## src/rtl/link_pkg.sv

```systemverilog
// Shared definitions for the req/ack byte link receiver: rx state encoding
// and default link parameters.
package link_pkg;

  typedef logic [1:0] rx_state_t;

  localparam rx_state_t IDLE = 2'd0;
  localparam rx_state_t HOLD = 2'd1;
  localparam rx_state_t ACK  = 2'd2;

  localparam int LINK_DATA_W     = 8;
  localparam int LINK_FIFO_DEPTH = 4;
  localparam int LINK_ACK_HOLD   = 2;
  localparam int LINK_BURST_LEN  = 4;

endpackage

```

## src/rtl/link_rx_fifo.sv

```systemverilog
// Synchronous FIFO for received link bytes. Pointers wrap modulo DEPTH
// (power of two); an occupancy counter gives full/empty/level.
module link_rx_fifo #(
  parameter int DATA_W = 8,
  parameter int DEPTH  = 4
) (
  input  logic                     clk,
  input  logic                     rst,
  input  logic                     push,
  input  logic [DATA_W-1:0]        push_data,
  input  logic                     pop,
  output logic [DATA_W-1:0]        head,
  output logic                     empty,
  output logic                     full,
  output logic [$clog2(DEPTH):0]   level
);

  localparam int AW = $clog2(DEPTH);
  localparam int LW = AW + 1;

  logic [DATA_W-1:0] mem [DEPTH];
  logic [AW-1:0]     rd_ptr;
  logic [AW-1:0]     wr_ptr;
  logic [LW-1:0]     count;
  logic              do_push;
  logic              do_pop;

  assign empty = (count == '0);
  assign full  = (count == LW'(DEPTH));
  assign level = count;
  assign head  = mem[rd_ptr];

  // A pop in the same cycle frees the slot, so a push into a full FIFO is
  // accepted when it coincides with a pop.
  assign do_pop  = pop && !empty;
  assign do_push = push && (!full || do_pop);

  always_ff @(posedge clk) begin
    if (do_push) begin
      mem[wr_ptr] <= push_data;
    end
  end

  always_ff @(posedge clk) begin
    if (rst) begin
      rd_ptr <= '0;
      wr_ptr <= '0;
      count  <= '0;
    end else begin
      if (do_push) begin
        wr_ptr <= wr_ptr + 1'b1;
      end
      if (do_pop) begin
        rd_ptr <= rd_ptr + 1'b1;
      end
      unique case ({do_push, do_pop})
        2'b10:   count <= count + 1'b1;
        2'b01:   count <= count - 1'b1;
        default: count <= count;
      endcase
    end
  end

endmodule

```

## src/rtl/link_slave_rx.sv

```systemverilog
// Receiving end of the 4-phase req/ack byte link: captures bytes, returns a
// registered ack, buffers into a FIFO and flags the end of each burst.
module link_slave_rx
  import link_pkg::*;
#(
  parameter int DATA_W     = LINK_DATA_W,
  parameter int FIFO_DEPTH = LINK_FIFO_DEPTH,
  parameter int ACK_HOLD   = LINK_ACK_HOLD,
  parameter int BURST_LEN  = LINK_BURST_LEN
) (
  input  logic                          clk,
  input  logic                          rst,
  input  logic                          req,
  input  logic [DATA_W-1:0]             data,
  output logic                          ack,
  output logic [DATA_W-1:0]             rd_data,
  output logic                          rd_valid,
  input  logic                          rd_ready,
  output logic [$clog2(FIFO_DEPTH):0]   fifo_level,
  output logic                          burst_done,
  output rx_state_t                     state
);

  localparam int HC_W = $clog2(ACK_HOLD + 1);
  localparam int BC_W = $clog2(BURST_LEN + 1);
  localparam logic [HC_W-1:0] HOLD_LAST  = HC_W'(ACK_HOLD - 1);
  localparam logic [BC_W-1:0] BURST_LAST = BC_W'(BURST_LEN - 1);

  rx_state_t         next_state;
  logic [DATA_W-1:0] stage;
  logic [HC_W-1:0]   hold_cnt;
  logic [BC_W-1:0]   byte_cnt;
  logic              hold_done;
  logic              push_ok;
  logic              push;
  logic [DATA_W-1:0] push_data;
  logic              stage_load;
  logic              fifo_empty;
  logic              fifo_full;

  link_rx_fifo #(
    .DATA_W (DATA_W),
    .DEPTH  (FIFO_DEPTH)
  ) u_fifo (
    .clk       (clk),
    .rst       (rst),
    .push      (push),
    .push_data (push_data),
    .pop       (rd_ready),
    .head      (rd_data),
    .empty     (fifo_empty),
    .full      (fifo_full),
    .level     (fifo_level)
  );

  assign rd_valid  = !fifo_empty;
  assign push_ok   = !fifo_full || (rd_valid && rd_ready);
  assign hold_done = (hold_cnt >= HOLD_LAST);

  // State and datapath registers; ack is registered from the next state.
  always_ff @(posedge clk) begin
    if (rst) begin
      state      <= IDLE;
      ack        <= 1'b0;
      stage      <= '0;
      hold_cnt   <= '0;
      byte_cnt   <= '0;
      burst_done <= 1'b0;
    end else begin
      state      <= next_state;
      ack        <= (next_state == ACK);
      burst_done <= push && (byte_cnt == BURST_LAST);
      if (stage_load) begin
        stage <= data;
      end
      if (state != ACK) begin
        hold_cnt <= '0;
      end else if (!hold_done) begin
        hold_cnt <= hold_cnt + 1'b1;
      end
      if (push) begin
        byte_cnt <= (byte_cnt == BURST_LAST) ? '0 : byte_cnt + 1'b1;
      end
    end
  end

  // A held req never restarts a capture: only IDLE looks at req to start one.
  always_comb begin
    next_state = state;
    unique case (state)
      IDLE: begin
        if (req) begin
          next_state = push_ok ? ACK : HOLD;
        end
      end
      HOLD: begin
        if (push_ok) begin
          next_state = ACK;
        end
      end
      ACK: begin
        if (hold_done && !req) begin
          next_state = IDLE;
        end
      end
      default: next_state = IDLE;
    endcase
  end

  // In IDLE the byte goes straight from the link into the FIFO; from HOLD it
  // comes out of the staging register.
  always_comb begin
    stage_load = 1'b0;
    push       = 1'b0;
    push_data  = stage;
    unique case (state)
      IDLE: begin
        stage_load = req;
        push       = req && push_ok;
        push_data  = data;
      end
      HOLD: begin
        push = push_ok;
      end
      default: begin
        push = 1'b0;
      end
    endcase
  end

endmodule

```

## config.mk

```make
export PLATFORM = sky130hd
export DESIGN_NAME = link_slave_rx
export DESIGN_NICKNAME = d
export VERILOG_FILES = /design/src/rtl/link_pkg.sv /design/src/rtl/link_rx_fifo.sv /design/src/rtl/link_slave_rx.sv
export SDC_FILE = /design/constraint.sdc
export NUM_CORES = 1
export LEC_CHECK = 0
export ABC_CLOCK_PERIOD_IN_PS = 3550
export CAP_MARGIN = 20
export CORE_ASPECT_RATIO = 0.6
export CORE_MARGIN = 5
export CORE_UTILIZATION = 45
export CTS_BUF_LIST = sky130_fd_sc_hd__clkbuf_4
export CTS_CLUSTER_DIAMETER = 40
export DETAILED_ROUTE_END_ITERATION = 12
export GPL_ROUTABILITY_DRIVEN = 1
export PLACE_DENSITY = 0.66
export SLEW_MARGIN = 20
export SYNTH_ARGS = -nofsm -noshare
export SYNTH_HDL_FRONTEND = slang
export SYNTH_HIERARCHICAL = 1
export SYNTH_SLANG_ARGS = --single-unit
```

## constraint.sdc

```tcl
create_clock -name clk -period 3.55 [get_ports clk]
set_input_delay 0.5325 -clock clk [delete_from_list [all_inputs] [get_ports clk]]
set_output_delay 0.5325 -clock clk [all_outputs]
set_load 0.01 [all_outputs]
```

# [After elaboration in Yosys (flattened, before gate mapping)]
# Memories as Yosys holds them, arrays and structs flattened. A register that Yosys moved wholly into a read port is not among the register bits.
# Cells that the tools add are included.
[word_totals] ff_bits=24 ram_bits=32 input_bits=12 out_inout_bits=16 wordCells=52 memories=1
[mem_list] name="u_fifo.mem" words=4 word_bits=8 rd=1 rd_ports_with_merged_regs=1 write_ports=1 line="link_rx_fifo.sv:21" text="logic [DATA_W-1:0] mem [DEPTH];"
[classes] add_sub_neg=6 order_cmp=1 eq_ne=8 mux=14 n_reduce_logical=13
[op_table] cell="2-to-1 mux 2 bit" n=6
[op_table] cell="2-to-1 mux 8 bit" n=1
[op_table] cell="adder 2 x 1 -> 2 bit, second input constant" n=3
[op_table] cell="adder 3 x 1 -> 3 bit, second input constant" n=2
[op_table] cell="equality test 2 bit, second input constant" n=3
[op_table] cell="one-hot mux 2 bit (3 select lines)" n=1
[op_table] cell="one-hot mux 3 bit (2 select lines)" n=1
[op_table] cell="logical AND 1 bit" n=5
[op_table] cell="equality test 2 x 1 -> 1 bit, second input constant" n=2
[op_table] cell="equality test 3 x 2 -> 1 bit, second input constant" n=1
[op_table] cell="equality test 3 bit, second input constant" n=1
[op_table] cell="logical NOT 1 bit" n=3
[op_table] cell="logical NOT 3 bit" n=1
[op_table] cell="2-to-1 mux 1 bit" n=3
[op_table] cell="2-to-1 mux 3 bit" n=1
[op_table] cell="subtractor 3 x 1 -> 3 bit, second input constant" n=1
[op_table] cell=">= comparator 2 x 1 -> 1 bit, second input constant" n=1
[op_table] cell="logical NOT 2 bit" n=1
[op_table] cell="!= test 2 bit, second input constant" n=1
[op_table] cell="one-hot mux 1 bit (2 select lines)" n=1
[op_table] cell="nonzero test 2 bit" n=1
[op_table] cell="OR reduction 2 bit" n=1
[op_table] cell="logical OR 1 bit" n=1

# [Logic depth before layout (Yosys ltp)]
[logic_depth] ltp_word=9 depth_mapped=12 mapped_depth_nobuf=12

# [Modules after synthesis]
# Netlist, hierarchy kept.
[modules_own_cells] mod="link_rx_fifo" instances=1 cells_per_inst=96 area_each_um2=1645.3 seq_area_each_um2=1141.1
[modules_own_cells] mod="link_slave_rx" instances=1 cells_per_inst=77 area_each_um2=803.3 seq_area_each_um2=340.3

# [Least setup slack after synthesis]
# Ideal clock, no wire load.
[synth_timing] path_kind="reg-to-reg" start="register u_fifo.count[1], in the netlist u_fifo/level[1]" end="register u_fifo.count[2], in the netlist u_fifo/level[2]" setup_ns=0.070 t_arrival_ns=2.515 t_required_ns=3.480 path_slack_ns=0.964 path_stages_with_launch=13 path_buffers=0 synth_period_minus_slack_ns=2.586 cell_sequence="dfxtp_1 > nor3_1 > nand2b_1 > a21o_4 > inv_1 > a21boi_2 > inv_1 > ha_1 > inv_1 > fa_1 > xor2_1 > or3_2 > a21oi_1"
[synth_via] elab_chain_cells=9 elab_cells_between_ends=15 classes_between="add/sub (2); eq/ne (3); mux (2); reduce/logical (8)"
[synth_rtl] item="from (decl)" line="link_rx_fifo.sv:24" text="logic [LW-1:0] count;"
[synth_rtl] item="from (signal assigned)" line="link_rx_fifo.sv:57" text="2'b10: count <= count + 1'b1;"
[synth_rtl] item="from (signal assigned)" line="link_rx_fifo.sv:58" text="2'b01: count <= count - 1'b1;"
[synth_rtl] item="from (signal assigned)" line="link_rx_fifo.sv:59" text="default: count <= count;"
[synth_rtl] item="logical NOT 3 bit (*)" line="link_rx_fifo.sv:28" text="assign empty = (count == '0);"
[synth_rtl] item="via fifo_empty" line="link_slave_rx.sv:38" text="logic fifo_empty;"
[synth_rtl] item="logical NOT 1 bit (*)" line="link_slave_rx.sv:56" text="assign rd_valid = !fifo_empty;"
[synth_rtl] item="logical AND 1 bit (*)" line="link_slave_rx.sv:57" text="assign push_ok = !fifo_full || (rd_valid && rd_ready);"
[synth_rtl] item="logical OR 1 bit (*)" line="link_slave_rx.sv:57"
[synth_rtl] item="logical AND 1 bit" line="link_slave_rx.sv:119" text="push = req && push_ok;"
[synth_rtl] item="one-hot mux 1 bit (2 select lines) (*)" line="link_slave_rx.sv:116" text="unique case (state)"
[synth_rtl] item="via push" line="link_slave_rx.sv:35" text="logic push;"
[synth_rtl] item="logical AND 1 bit (*)" line="link_rx_fifo.sv:36" text="assign do_push = push && (!full || do_pop);"
[synth_rtl] item="equality test 2 x 1 -> 1 bit or equality test 2 bit (tied branches)" line="link_rx_fifo.sv:56" text="unique case ({do_push, do_pop})"
[synth_rtl] item="one-hot mux 3 bit (2 select lines) or nonzero test 2 bit (tied branches)"
# Mark *: on every way through the listed nets, which the timed path passes. The rest lies on a longest branch.
# A chain may end at the register's enable or synchronous reset.

# [Worst setup path after layout]
[layout_timing] start="register u_fifo.count[0], in the netlist u_fifo/level[0]" end="register u_fifo.count[2], in the netlist u_fifo/level[2]"
# The elaborated chain is that of the path after synthesis.

==> flow_summary.toml <==
[synthesis]
yosys_warnings = 6
synth_edf_count = 32
yosysUniqueCellTypes = 35
synthFlopType = "edfxtp_1"
synthArstFlopShare = 0
synth.cell_area_mm2 = 0.002449
synth_cells = 173
ys_ff_latch = 58
syn_avg_cell_area_um2 = 14.15
syn_nets = 193
synth-seq-area-share = 0.6050

[route]
wl_per_cell_um = 15.43
routed_via_density = 5.145
wirelength_um = 4258
vias = 1420
drtIter0Drc = 57
drc = 0
firstDrtPassIters = 4
ant_nets = 0

[die]
coreArea_mm2 = 0.005155
ios = 28
row_count = 20
die-area_mm2 = 0.007065
start_util = 0.4750
die_w_um = 105.2
fp.dieH_um = 67.14

[place]
dp_hpwl_um = 3106
pre_cts_ws_ns = 0.3843
io_buffers = 27
dpl-instance-area_mm2 = 0.002763
gp_congestion = 0.7315

[setup_path]
startpoint_type = "flop"
cp.arrival_ns = 3.16
cpMaxStageDelayCell = "or3_2"
worst_path_most_repeated_cell = "inv_1"
path_max_fanout = 7
r2r_cells = 12
critical_path_buf_inv_count = 3
critPathCaptureType = "flop"
path_delay_family = "simple AND/OR/NAND/NOR gates"
critical_path_class = "reg2reg"
critical_path.cell_chain = "nor3_1 > nand2b_1 > a21o_4 > inv_1 > a21boi_2 > inv_1 > ha_1 > inv_1 > fa_1 > xor2_1 > or3_2 > a21oi_1"
slowest_delay_ns = 0.41
cp.depth = 12
worstPathRequired_ns = 3.85

[clocking]
hold_buffers = 0
cts_tree = "yes"
ctsHtreeMaxLevel = 3
cts_buffers = 9
clock_sinks = 58
cts.clk_slew.worst_paths_ns = 0.09
cts_resized = 0
cts_setup_buffers = 0
insertion_delay_ns = 0.38
cts_buffer_depth = 2
clockRootBuffer = "clkbuf_4"

[cells_and_area]
nNetsFinal = 225
stdcell_area_mm2 = 0.002919
diodes = 0
drive_gt1_frac = 0.2048
layout_common_cells = "32 x edfxtp_1, 27 x clkdlybuf4s50_1, 26 x dfxtp_1"
layout_commonest_cell = "edfxtp_1"
areaGrowthSynthToFinish_pct = 19.21

[power]
switchingPower_uw = 562.7
p_leak_nw = 1.071
ir_drop_uv = 353.9
seqPwrFrac = 0.452
cellInternalPower_mw = 1.416
p_per_area_mw_per_mm2 = 677.9
p_clk_frac = 0.262
power_frac_comb = 0.286
p_sw_frac = 0.2843

[min_path]
min_path_type = "reg2reg"
whs_path_depth = 2

[timing]
fmax_ghz = 0.3505
tns_ns = 0
hold_viol = 0
fin_crit_sh = 0.8038
finalSetupViolCount = 0
rsz0062_at_grt = "false"
finalCriticalPeriod_ns = 2.853
worstMarginPinSlew_ns = 0.9194
slew_headroom = 0.3851
skew_ns = 0.009508
setup_slack_ns = 0.6965
slew_violations = 0

[global_routing]
globalRouteOverflowTotal = 0
antenna_found_initial = 0
grt_pass1_wl_um = 7093
grt_pass1_vias = 1482
grt_use_total = 0.1377
grt_max_degree = 28

[flow_run]
cap_violations = 0

[run_status]
status = "finished, final reports clean"
cells by family after synthesis:
kind of cell | count (synthesis) | share of synthesized area
adders and majority gates | 8 | 0.04394
and+or+nand+nor | 42 | 0.09556
buffers and inverters | 18 | 0.03423
xor gates and xnor gates | 4 | 0.01431
AOI/OAI and AO/OA | 14 | 0.04139
muxes | 29 | 0.1656
DFF | 58 | 0.6050
sequential cells by signal (all words and copies together) (netlist names), named ones only:
| register | flops |
|---|---|
| u_fifo/wr_ptr | 2 |
| u_fifo/mem | 32 |
| ack | 1 |
| u_fifo/level | 3 |
| u_fifo/rd_ptr | 2 |
| state | 2 |
| burst_done | 1 |
| byte_cnt | 3 |
| stage | 8 |
| hold_cnt | 2 |
final cells by class:
cell class | count | area (um2)
inverter | 12 | 45.04
clock buffer | 10 | 75.07
fill | 422 | 2236
clock inverter | 6 | 81.33
sequential | 58 | 1481
tap | 66 | 82.58
timing repair buffer | 27 | 270.3
multi-input combinational | 97 | 883.3
per-stage QoR:
stage | cells | hold WS [ns] | total power, mW | utilization
3_5_place_dp | 260 | 0.4476 | 1.483 | 0.5359
3_3_place_gp | 260 | 0.4377 | 1.457 | 0.5359
4_1_cts | 276 | 0.4617 | 2.006 | 0.5663
6_report | 276 | 0.4547 | 1.979 | 0.5663
5_1_grt | 276 | 0.5002 | 2.104 | 0.5663
2_1_floorplan | 173 | 0.4207 | 1.254 | -
Yosys cell counts, types with 2 or more instances:
library cell / number / share of area
nor3_1: 2 / 0.0041
edfxtp_1: 32 / 0.39
nand2b_1: 7 / 0.018
mux2i_1: 12 / 0.049
dfxtp_1: 26 / 0.21
mux2_2: 8 / 0.037
and2_2: 4 / 0.012
clkbuf_1: 2 / 0.0031
nand2_1: 3 / 0.0046
nor3b_2: 2 / 0.010
xor2_1: 3 / 0.011
inv_1: 12 / 0.018
nor2_1: 18 / 0.028
o21ai_0: 2 / 0.0041
buf_6: 2 / 0.0092
ha_1: 7 / 0.036
o21a_1: 2 / 0.0061
mux4_2: 8 / 0.074
a21oi_1: 4 / 0.0082
a211oi_1: 2 / 0.0061
worst paths after layout:
check,start,slack (ns),end
worst max register to register,u_fifo/level[0],0.70,u_fifo/level[2]
worst min register to register,byte_cnt[2],0.45,byte_cnt[2]
worst max-delay path,u_fifo/level[0],0.70,u_fifo/level[2]
worst min-delay path,byte_cnt[2],0.45,byte_cnt[2]
power by group through the flow:
| stage | clock (mW) | sequential [mW] | combinational, mW |
|---|---|---|---|
| 2_1_floorplan | 0 | 0.872 | 0.382 |
| 3_3_place_gp | 0 | 0.905 | 0.551 |
| 3_5_place_dp | 0 | 0.913 | 0.571 |
| 4_1_cts | 0.534 | 0.897 | 0.574 |
| 5_1_grt | 0.569 | 0.914 | 0.621 |
| 6_report | 0.519 | 0.894 | 0.566 |
worst min-delay path: cells and delay by family (launching register included):
family | cells | cell delay, ns
compound gates | 1 | 0.04
flops | 1 | 0.32
simple gates | 1 | 0.06
routing by layer:
metal / part of all wire / GRT usage / up-vias
met4: 0.016 / 0.07177 / 0
li1: - / - / 682
met5: 0 / 0 / -
met2: 0.47 / 0.2243 / 39
met3: 0.067 / 0.06399 / 5
met1: 0.44 / 0.1539 / 694
Note: power is estimated with default switching activity, not from simulation.
